## config.mk

```make
export PLATFORM = sky130hd
export DESIGN_NAME = stack_cpu_sequencer
export DESIGN_NICKNAME = d
export VERILOG_FILES = /design/src/rtl/stack_cpu_sequencer.sv
export SDC_FILE = /design/constraint.sdc
export NUM_CORES = 1
export LEC_CHECK = 0
export CORE_MARGIN = 2
export CORE_UTILIZATION = 30
export DETAILED_ROUTE_END_ITERATION = 16
export GPL_ROUTABILITY_DRIVEN = 0
export GPL_TIMING_DRIVEN = 0
export SYNTH_ARGS = -nofsm -noshare
export SYNTH_HDL_FRONTEND = slang
export SYNTH_SLANG_ARGS = --single-unit
export TNS_END_PERCENT = 5
```

## constraint.sdc

```tcl
create_clock -name clk -period 2.6 [get_ports clk]
set_clock_uncertainty 0.2 [all_clocks]
set_input_delay 0.39 -clock clk [delete_from_list [all_inputs] [get_ports clk]]
set_output_delay 0.39 -clock clk [all_outputs]
set_load 0.01 [all_outputs]
```

## src/rtl/stack_cpu_sequencer.sv

```systemverilog
// Program sequencer for a nibble-serial stack CPU: holds a 16-entry program,
// resets the CPU, streams opcode/operand nibbles with per-opcode exec timing, captures the result.
module stack_cpu_sequencer #(
  parameter int PROG_DEPTH = 16
) (
  input  logic       clk,
  input  logic       rst_n,
  input  logic       prog_we,
  input  logic [3:0] prog_addr,
  input  logic [7:0] prog_data,
  input  logic [4:0] prog_len,
  input  logic       start,
  input  logic [7:0] cpu_io_out,
  output logic       cpu_rst,
  output logic [3:0] cpu_inbits,
  output logic [1:0] cpu_output_mode,
  output logic       busy,
  output logic       done,
  output logic [7:0] result
);

  typedef enum logic [2:0] {
    S_IDLE,
    S_CPURST,
    S_FETCH,
    S_EXEC,
    S_CAPTURE
  } state_e;

  localparam logic [4:0] MAX_LEN = 5'(PROG_DEPTH);

  state_e      state_q, state_d;
  logic [4:0]  pc_q, pc_d;
  logic [4:0]  len_q, len_d;
  logic [1:0]  cnt_q, cnt_d;
  logic        busy_q, busy_d;
  logic        done_q, done_d;
  logic [7:0]  result_q, result_d;
  logic        cpu_rst_q, cpu_rst_d;
  logic [3:0]  inbits_q, inbits_d;
  logic [7:0]  prog_mem_q [PROG_DEPTH];
  logic [3:0]  fetch_op;
  logic [7:0]  next_entry;

  function automatic logic [1:0] exec_cycles(input logic [3:0] op);
    case (op)
      4'h1, 4'h2, 4'h5, 4'h6, 4'h7, 4'h8: exec_cycles = 2'd2;
      4'h9, 4'hA, 4'hC, 4'hD:             exec_cycles = 2'd3;
      default:                            exec_cycles = 2'd1;
    endcase
  endfunction

  // Program memory has no reset so contents survive rst_n.
  always_ff @(posedge clk) begin
    if (prog_we && state_q == S_IDLE) prog_mem_q[prog_addr] <= prog_data;
  end

  always_comb begin
    state_d    = state_q;
    pc_d       = pc_q;
    len_d      = len_q;
    cnt_d      = cnt_q;
    busy_d     = busy_q;
    done_d     = 1'b0;
    result_d   = result_q;
    fetch_op   = prog_mem_q[pc_q[3:0]][7:4];
    case (state_q)
      S_IDLE: begin
        if (start) begin
          len_d   = (prog_len > MAX_LEN) ? MAX_LEN : prog_len;
          pc_d    = '0;
          busy_d  = 1'b1;
          state_d = S_CPURST;
        end
      end
      S_CPURST: state_d = (len_q == '0) ? S_CAPTURE : S_FETCH;
      S_FETCH: begin
        cnt_d   = exec_cycles(fetch_op);
        state_d = S_EXEC;
      end
      S_EXEC: begin
        if (cnt_q <= 2'd1) begin
          cnt_d   = '0;
          pc_d    = pc_q + 5'd1;
          state_d = (pc_d < len_q) ? S_FETCH : S_CAPTURE;
        end else begin
          cnt_d = cnt_q - 2'd1;
        end
      end
      S_CAPTURE: begin
        result_d = cpu_io_out;
        done_d   = 1'b1;
        busy_d   = 1'b0;
        state_d  = S_IDLE;
      end
      default: state_d = S_IDLE;
    endcase

    // CPU-facing outputs are registered from the next state so they align with it.
    next_entry = prog_mem_q[pc_d[3:0]];
    cpu_rst_d  = (state_d == S_CPURST);
    case (state_d)
      S_FETCH: inbits_d = next_entry[7:4];
      S_EXEC:  inbits_d = next_entry[3:0];
      default: inbits_d = '0;
    endcase
  end

  always_ff @(posedge clk or negedge rst_n) begin
    if (!rst_n) begin
      state_q   <= S_IDLE;
      pc_q      <= '0;
      len_q     <= '0;
      cnt_q     <= '0;
      busy_q    <= 1'b0;
      done_q    <= 1'b0;
      result_q  <= '0;
      cpu_rst_q <= 1'b1;
      inbits_q  <= '0;
    end else begin
      state_q   <= state_d;
      pc_q      <= pc_d;
      len_q     <= len_d;
      cnt_q     <= cnt_d;
      busy_q    <= busy_d;
      done_q    <= done_d;
      result_q  <= result_d;
      cpu_rst_q <= cpu_rst_d;
      inbits_q  <= inbits_d;
    end
  end

  assign cpu_rst         = cpu_rst_q;
  assign cpu_inbits      = inbits_q;
  assign cpu_output_mode = 2'b00;
  assign busy            = busy_q;
  assign done            = done_q;
  assign result          = result_q;

endmodule

```

## Word level (Yosys, flattened, before mapping)

Memory sizes are Yosys's and may differ from the RTL's.
Index checks and enable logic that the tools add are counted.

- Bits in read-only memories: 32
- Memories: 2
- Flip-flop bits (word level): 30
- RAM bits: 128
- Bits of input ports: 29
- Output and inout bits: 17

Memory list:

| name | words | width | rd ports | clocked after Yosys merged registers in | wr ports | line | source |
|---|---|---|---|---|---|---|---|
| prog_mem_q | 16 | 8 | 2 | 0 | 1 | 41 | `logic [7:0] prog_mem_q [PROG_DEPTH];` |
| (no name shown) | 16 | 2 | 1 | 0 | 0 | 46 | `case (op)` |

- Mux-type cells: 17
- $add $sub $neg: 2
- Reductions and logical operators: 9
- Equal/unequal tests: 9
- Order comparisons: 3

Operators with widths:

| operator | count |
|---|---|
| 5-bit 2-to-1 mux | 3 |
| 3-bit by 2-bit == test with 1-bit output (second input constant) | 4 |
| 3-bit 2-to-1 mux | 4 |
| 3-bit one-hot mux with 4 select lines | 1 |
| 5-bit one-hot mux with 2 select lines | 1 |
| 4-bit one-hot mux with 2 select lines | 1 |
| 3-bit by 1-bit == test with 1-bit output (second input constant) | 2 |
| 2-bit nonzero test | 3 |
| 5-bit by 1-bit adder with 5-bit output (second input constant) | 1 |
| 5-bit greater-than comparator (second input constant) | 1 |
| 5-bit logical NOT | 1 |
| 5-bit < comparator | 1 |
| 1-bit 2-to-1 mux | 4 |
| 2-bit != test (second input constant) | 2 |
| 2-bit one-hot mux with 2 select lines | 1 |
| 2-bit AND reduction | 2 |
| 3-bit == test (second input constant) | 1 |
| 3-bit logical NOT | 1 |
| 3-bit AND reduction | 1 |
| 2-bit by 1-bit <= comparator with 1-bit output (second input constant) | 1 |
| 2-bit 2-to-1 mux | 1 |
| 1-bit one-hot mux with 2 select lines | 1 |
| 2-bit by 1-bit subtractor with 2-bit output (second input constant) | 1 |
| 1-bit logical AND | 1 |

## Depth between registers and ports, before layout

- Depth in word-level cells: 7
- Gate-level depth with buffers: 12
- Depth with buffers taken out: 10

## Worst setup path before layout

OpenSTA, ideal clock, no wires.

- Path type: reg2reg
- Start point: register pc_q[0]
- End point: register cnt_q[0]
- Data arrival time: 2.578 ns
- Required time: 2.274 ns
- Slack: -0.304 ns
- Path buffers: 2
- Clock period less this slack: 2.904 ns
- Stages on the path, launching flop included: 10
- Setup time: 0.126 ns
- Cell sequence: dfrtp_1 > buf_4 > buf_4 > mux4_2 > mux4_2 > ha_1 > mux2_2 > o21ai_0 > a221oi_1 > nor2_1

- Word-level cells in the longest chain between the ends: 3

RTL lines:

| element | line | source |
|---|---|---|
| start, declared | 33 | `logic [4:0] pc_q, pc_d;` |
| start signal, assigned | 122 | `pc_q <= pc_d;` |
| memory 16 x 8 bit | -- |  |
| memory 16 x 2 bit | -- |  |
| 2-bit one-hot mux with 2 select lines | 67 | `case (state_q)` |
| end signal, assigned | 124 | `cnt_q <= cnt_d;` |
| end, declared | 35 | `logic [1:0] cnt_q, cnt_d;` |

Every way passes these cells.
A chain may end at the register's enable or synchronous reset.

## Worst setup path after layout

- Start point: register state_q[0]
- End point: register inbits_q[1], in the netlist cpu_inbits[1]

- Word-level cells in the longest chain between the ends: 4
- Elaborated cells on any way between the ends: 12
- Those cells by class: eq/ne: 5; mux: 5; reduce/logical: 1; memory: 1

RTL lines:

| element | line | source |
|---|---|---|
| start, declared | 32 | `state_e state_q, state_d;` |
| start signal, assigned | 121 | `state_q <= state_d;` |
| 3-bit by 2-bit == test with 1-bit output (tied with other cells) | 67 |  |
| 5-bit one-hot mux with 2 select lines or 3-bit one-hot mux with 4 select lines (tied branches) | 67 |  |
| memory 16 x 8 bit or 3-bit by 2-bit == test with 1-bit output (tied branches) | -- |  |
| 4-bit one-hot mux with 2 select lines * | 102 | `case (state_d)` |
| net inbits_d[1] | 40 | `logic [3:0] inbits_q, inbits_d;` |
| end signal, assigned | 129 | `inbits_q <= inbits_d;` |
| end, declared | 40 |  |

Mark *: on every way through the listed nets, which the timed path passes. The rest lies on a longest branch.

==> qor.yml <==
ys_warn_count: 0
dieHeight_um: 161
postSynthAreaPerCell_um2: 13.5
cts_root_buffer: "clkbuf_16"
ir_drop_mv: 0.483
rr_worst_depth: 10
layout_min_cycle_time_ns: 2.90
yosysTopAreaCellShare: 0.520
core_area_um2: 24200
synth_area_um2: 7390
synth-edff-count: 128
r2r-end: "cpu_inbits[1]"
utilization: 0.402
synth-async-reset-ratio: 0.190
hold_viol_final: 0
drive_gt1_frac: 0.308
cp_max_fo: 10
cp.arrival_ns: 2.97
critPathLaunchType: "register"
worstHoldEndpoint: "len_q[0]"
dr_total_vias: 5137
rows: 57
maxCapViolations: 0
cts.sinks: 158
grt_pass1_vias: 4983
num_antenna_cells: 0
slew_headroom: 0.406
clock.fmax_mhz: 345
ioPinCount: 46
htreeDepth: 4
ys_seq_elements: 158
holdWs_ns: 0.302
rsz0062_at_grt: "true"
via_per_inst: 5.28
synth_cell_type_count: 62
synth-main-ff-cell: "edfxtp_1"
violations: "setup timing"
min_path_type: "register to register"
antenna_left: 0
crit_required_ns: 2.66
dr.first_iter.drc_count: 526
yosysTopAreaCell: "edfxtp_1"
numPortBuffers: 43
setup_ws_ns: -0.302
clkTransAtPathRegs_ns: 0.07
drc: 0
r2r_setup_slack_ns: -0.30
clk_path_buf_depth: 2
hold_depth: 2
outcome: "complete, but fails checks"
cts_tree: "built"
wl_per_cell_um: 21.2
end_kind: "register"
wl_um: 20600
min_from: "len_q[0]"
worstMarginPinSlew_ns: 0.882
grt_max_degree: 31
syn_to_final_growth_pct: 31.9
layout.nets: 673
yosys-top-cells-area: "edfxtp_1 52%, dfrtp_1 9.8%, mux4_2 5.8%, mux2i_1 3.7%, nand2_1 3.1%"
insertion_delay_ns: 0.43
gr-total-overflow: 0
grt_antenna_before_repair: 0
ys_seq_area_frac: 0.622
numCtsBuffers: 17
fin_crit_sh: 1.12
start_util: 0.305
drv_slew: 0
track_usage: 0.159
power_per_cell_area_nw_per_um2: 1150
r2r-start: "state_q[0]"
crit_type: "register to register"
fp.dieW_um: 161
setup_viol: 31
fp.dieArea_um2: 25900
syn_inst: 546
dr.pass1.iters: 5
dp_hpwl_um: 13100
grt_pass1_wl_um: 30500
leakagePower_nw: 3.36
worst max path at each step:
stage                            end        from
global placement    prog_mem_q[1][7]     prog_we
CTS                         cnt_q[0]     pc_q[0]
detailed placement  prog_mem_q[5][7]     prog_we
floorplan                   cnt_q[0]     pc_q[0]
finish                 cpu_inbits[1]  state_q[0]
global route                cnt_q[0]     pc_q[0]
synthesized netlist by cell type (2+ instances only):
cell type and count:
a2111oi_0 5, a211oi_1 16, a21boi_0 3, a21oi_1 6, a221oi_1 3, a22oi_1 5, a311oi_1 6, a31oi_1 4
and2_1 4, and3_1 19, buf_1 3, buf_2 13, buf_4 4, buf_6 7, clkbuf_1 10, dfrtp_1 29
edfxtp_1 128, ha_1 8, inv_1 13, inv_2 2, mux2_2 9, mux2i_1 27, mux4_2 19, nand2_1 61
nand2b_1 5, nand3_1 28, nand3b_1 6, nand4_1 12, nor2_1 25, nor2b_1 6, nor3_1 5, nor4_2 2
o211ai_1 3, o21a_1 2, o21ai_0 18, o31ai_1 2, xnor2_1 3
area by class of cell:
class	instances	area [um2]
inverters	16	72.6
clock inverters	15	151
fillers	2251	14500
plain buffers	33	349
multi-input cells	336	3000
flip-flops and latches	158	4600
well taps	324	405
repair buffers	74	739
clock buffers	17	425
report_power, final:
| part | internal, W | switching, W |
|---|---|---|
| Clock | 0.00135 | 0.00109 |
| Sequential | 0.00297 | 0.000145 |
| Combinational | 0.00256 | 0.00311 |
| Total | 0.00688 | 0.00435 |
placed cells by master (no fill, tap or decap), types with 4 or more instances in the layout:
cell | synthesis | routed
nand2_1 | 61 | 58
buf_12 | 0 | 6
nand3b_1 | 6 | 6
mux4_2 | 19 | 19
mux2i_1 | 27 | 26
buf_2 | 13 | 4
buf_4 | 4 | 25
nand3_1 | 28 | 27
a311oi_1 | 6 | 5
a21oi_1 | 6 | 4
inv_6 | 0 | 5
o21ai_0 | 18 | 13
edfxtp_1 | 128 | 128
inv_1 | 13 | 12
nand4_1 | 12 | 12
a2111oi_4 | 1 | 4
nor2_1 | 25 | 12
and3_1 | 19 | 19
buf_6 | 7 | 17
nand2b_1 | 5 | 4
a211oi_1 | 16 | 7
clkbuf_16 | 0 | 17
nor2_4 | 0 | 12
ha_1 | 8 | 6
clkdlybuf4s50_1 | 0 | 42
dfrtp_1 | 29 | 28
a211oi_2 | 0 | 6
nor2b_1 | 6 | 4
mux2_2 | 9 | 8
repair_timing:
item,CTS,global route
pin swaps,24,23
endpoints found under the hold margin,29,0
setup endpoints to repair,135,107
hold buffers,1,0
gates cloned,2,0
setup buffers,20,4
gates resized for setup,114,40
metal layers:
metal | global-route usage | vias up | wire length, um
met5 | 0 | - | 0
met4 | 0.0495 | 0 | 378
met3 | 0.0343 | 23 | 1320
met2 | 0.249 | 210 | 9660
met1 | 0.222 | 2613 | 9270
li1 | - | 2291 | -
flip-flops by register name (all words and copies together) (netlist names):
| name | flops |
|---|---|
| state_q | 3 |
| len_q | 5 |
| result | 8 |
| pc_q | 5 |
| cnt_q | 2 |
| cpu_rst | 1 |
| done | 1 |
| prog_mem_q | 128 |
| cpu_inbits | 4 |
| busy | 1 |
critical path, stage by stage, from the launching register on:
cell and delay (ns):
dfrtp_1 0.39, buf_6 0.12, or4b_4 0.60, nand3_4 0.12
buf_4 0.11, clkbuf_4 0.19, a21boi_0 0.16, o221ai_2 0.19
o31ai_2 0.10, a211oi_2 0.35, nand4_1 0.20
cells by family (layout without fill, tap and decap cells):
family / Yosys count / after routing / synth area share
multiplexers: 55 / 55 / 0.108
other: 1 / 2 / 0.000507
flip-flops: 158 / 158 / 0.622
AND/OR/NAND/NOR: 184 / 184 / 0.128
XOR/XNOR: 4 / 4 / 0.00474
AO/OA/AOI/OAI: 83 / 83 / 0.0847
buffers and inverters: 53 / 155 / 0.0386
adder cells (fa/ha/maj): 8 / 8 / 0.0135
per-stage QoR:
stage	setup slack, ns	total power, W	setup TNS, ns	std cells	instance area, um2
3_5_place_dp	-1.21	0.00732	-127.79	918	8320
3_3_place_gp	-1.83	0.00730	-158.31	914	8260
2_1_floorplan	-0.185	0.00598	-0.257	547	7420
6_report	-0.302	0.0112	-2.74	973	9740
4_1_cts	-0.263	0.0108	-1.35	970	9550
5_1_grt	-0.388	0.0117	-5.06	973	9740
Power figures use the tool's default switching activity.
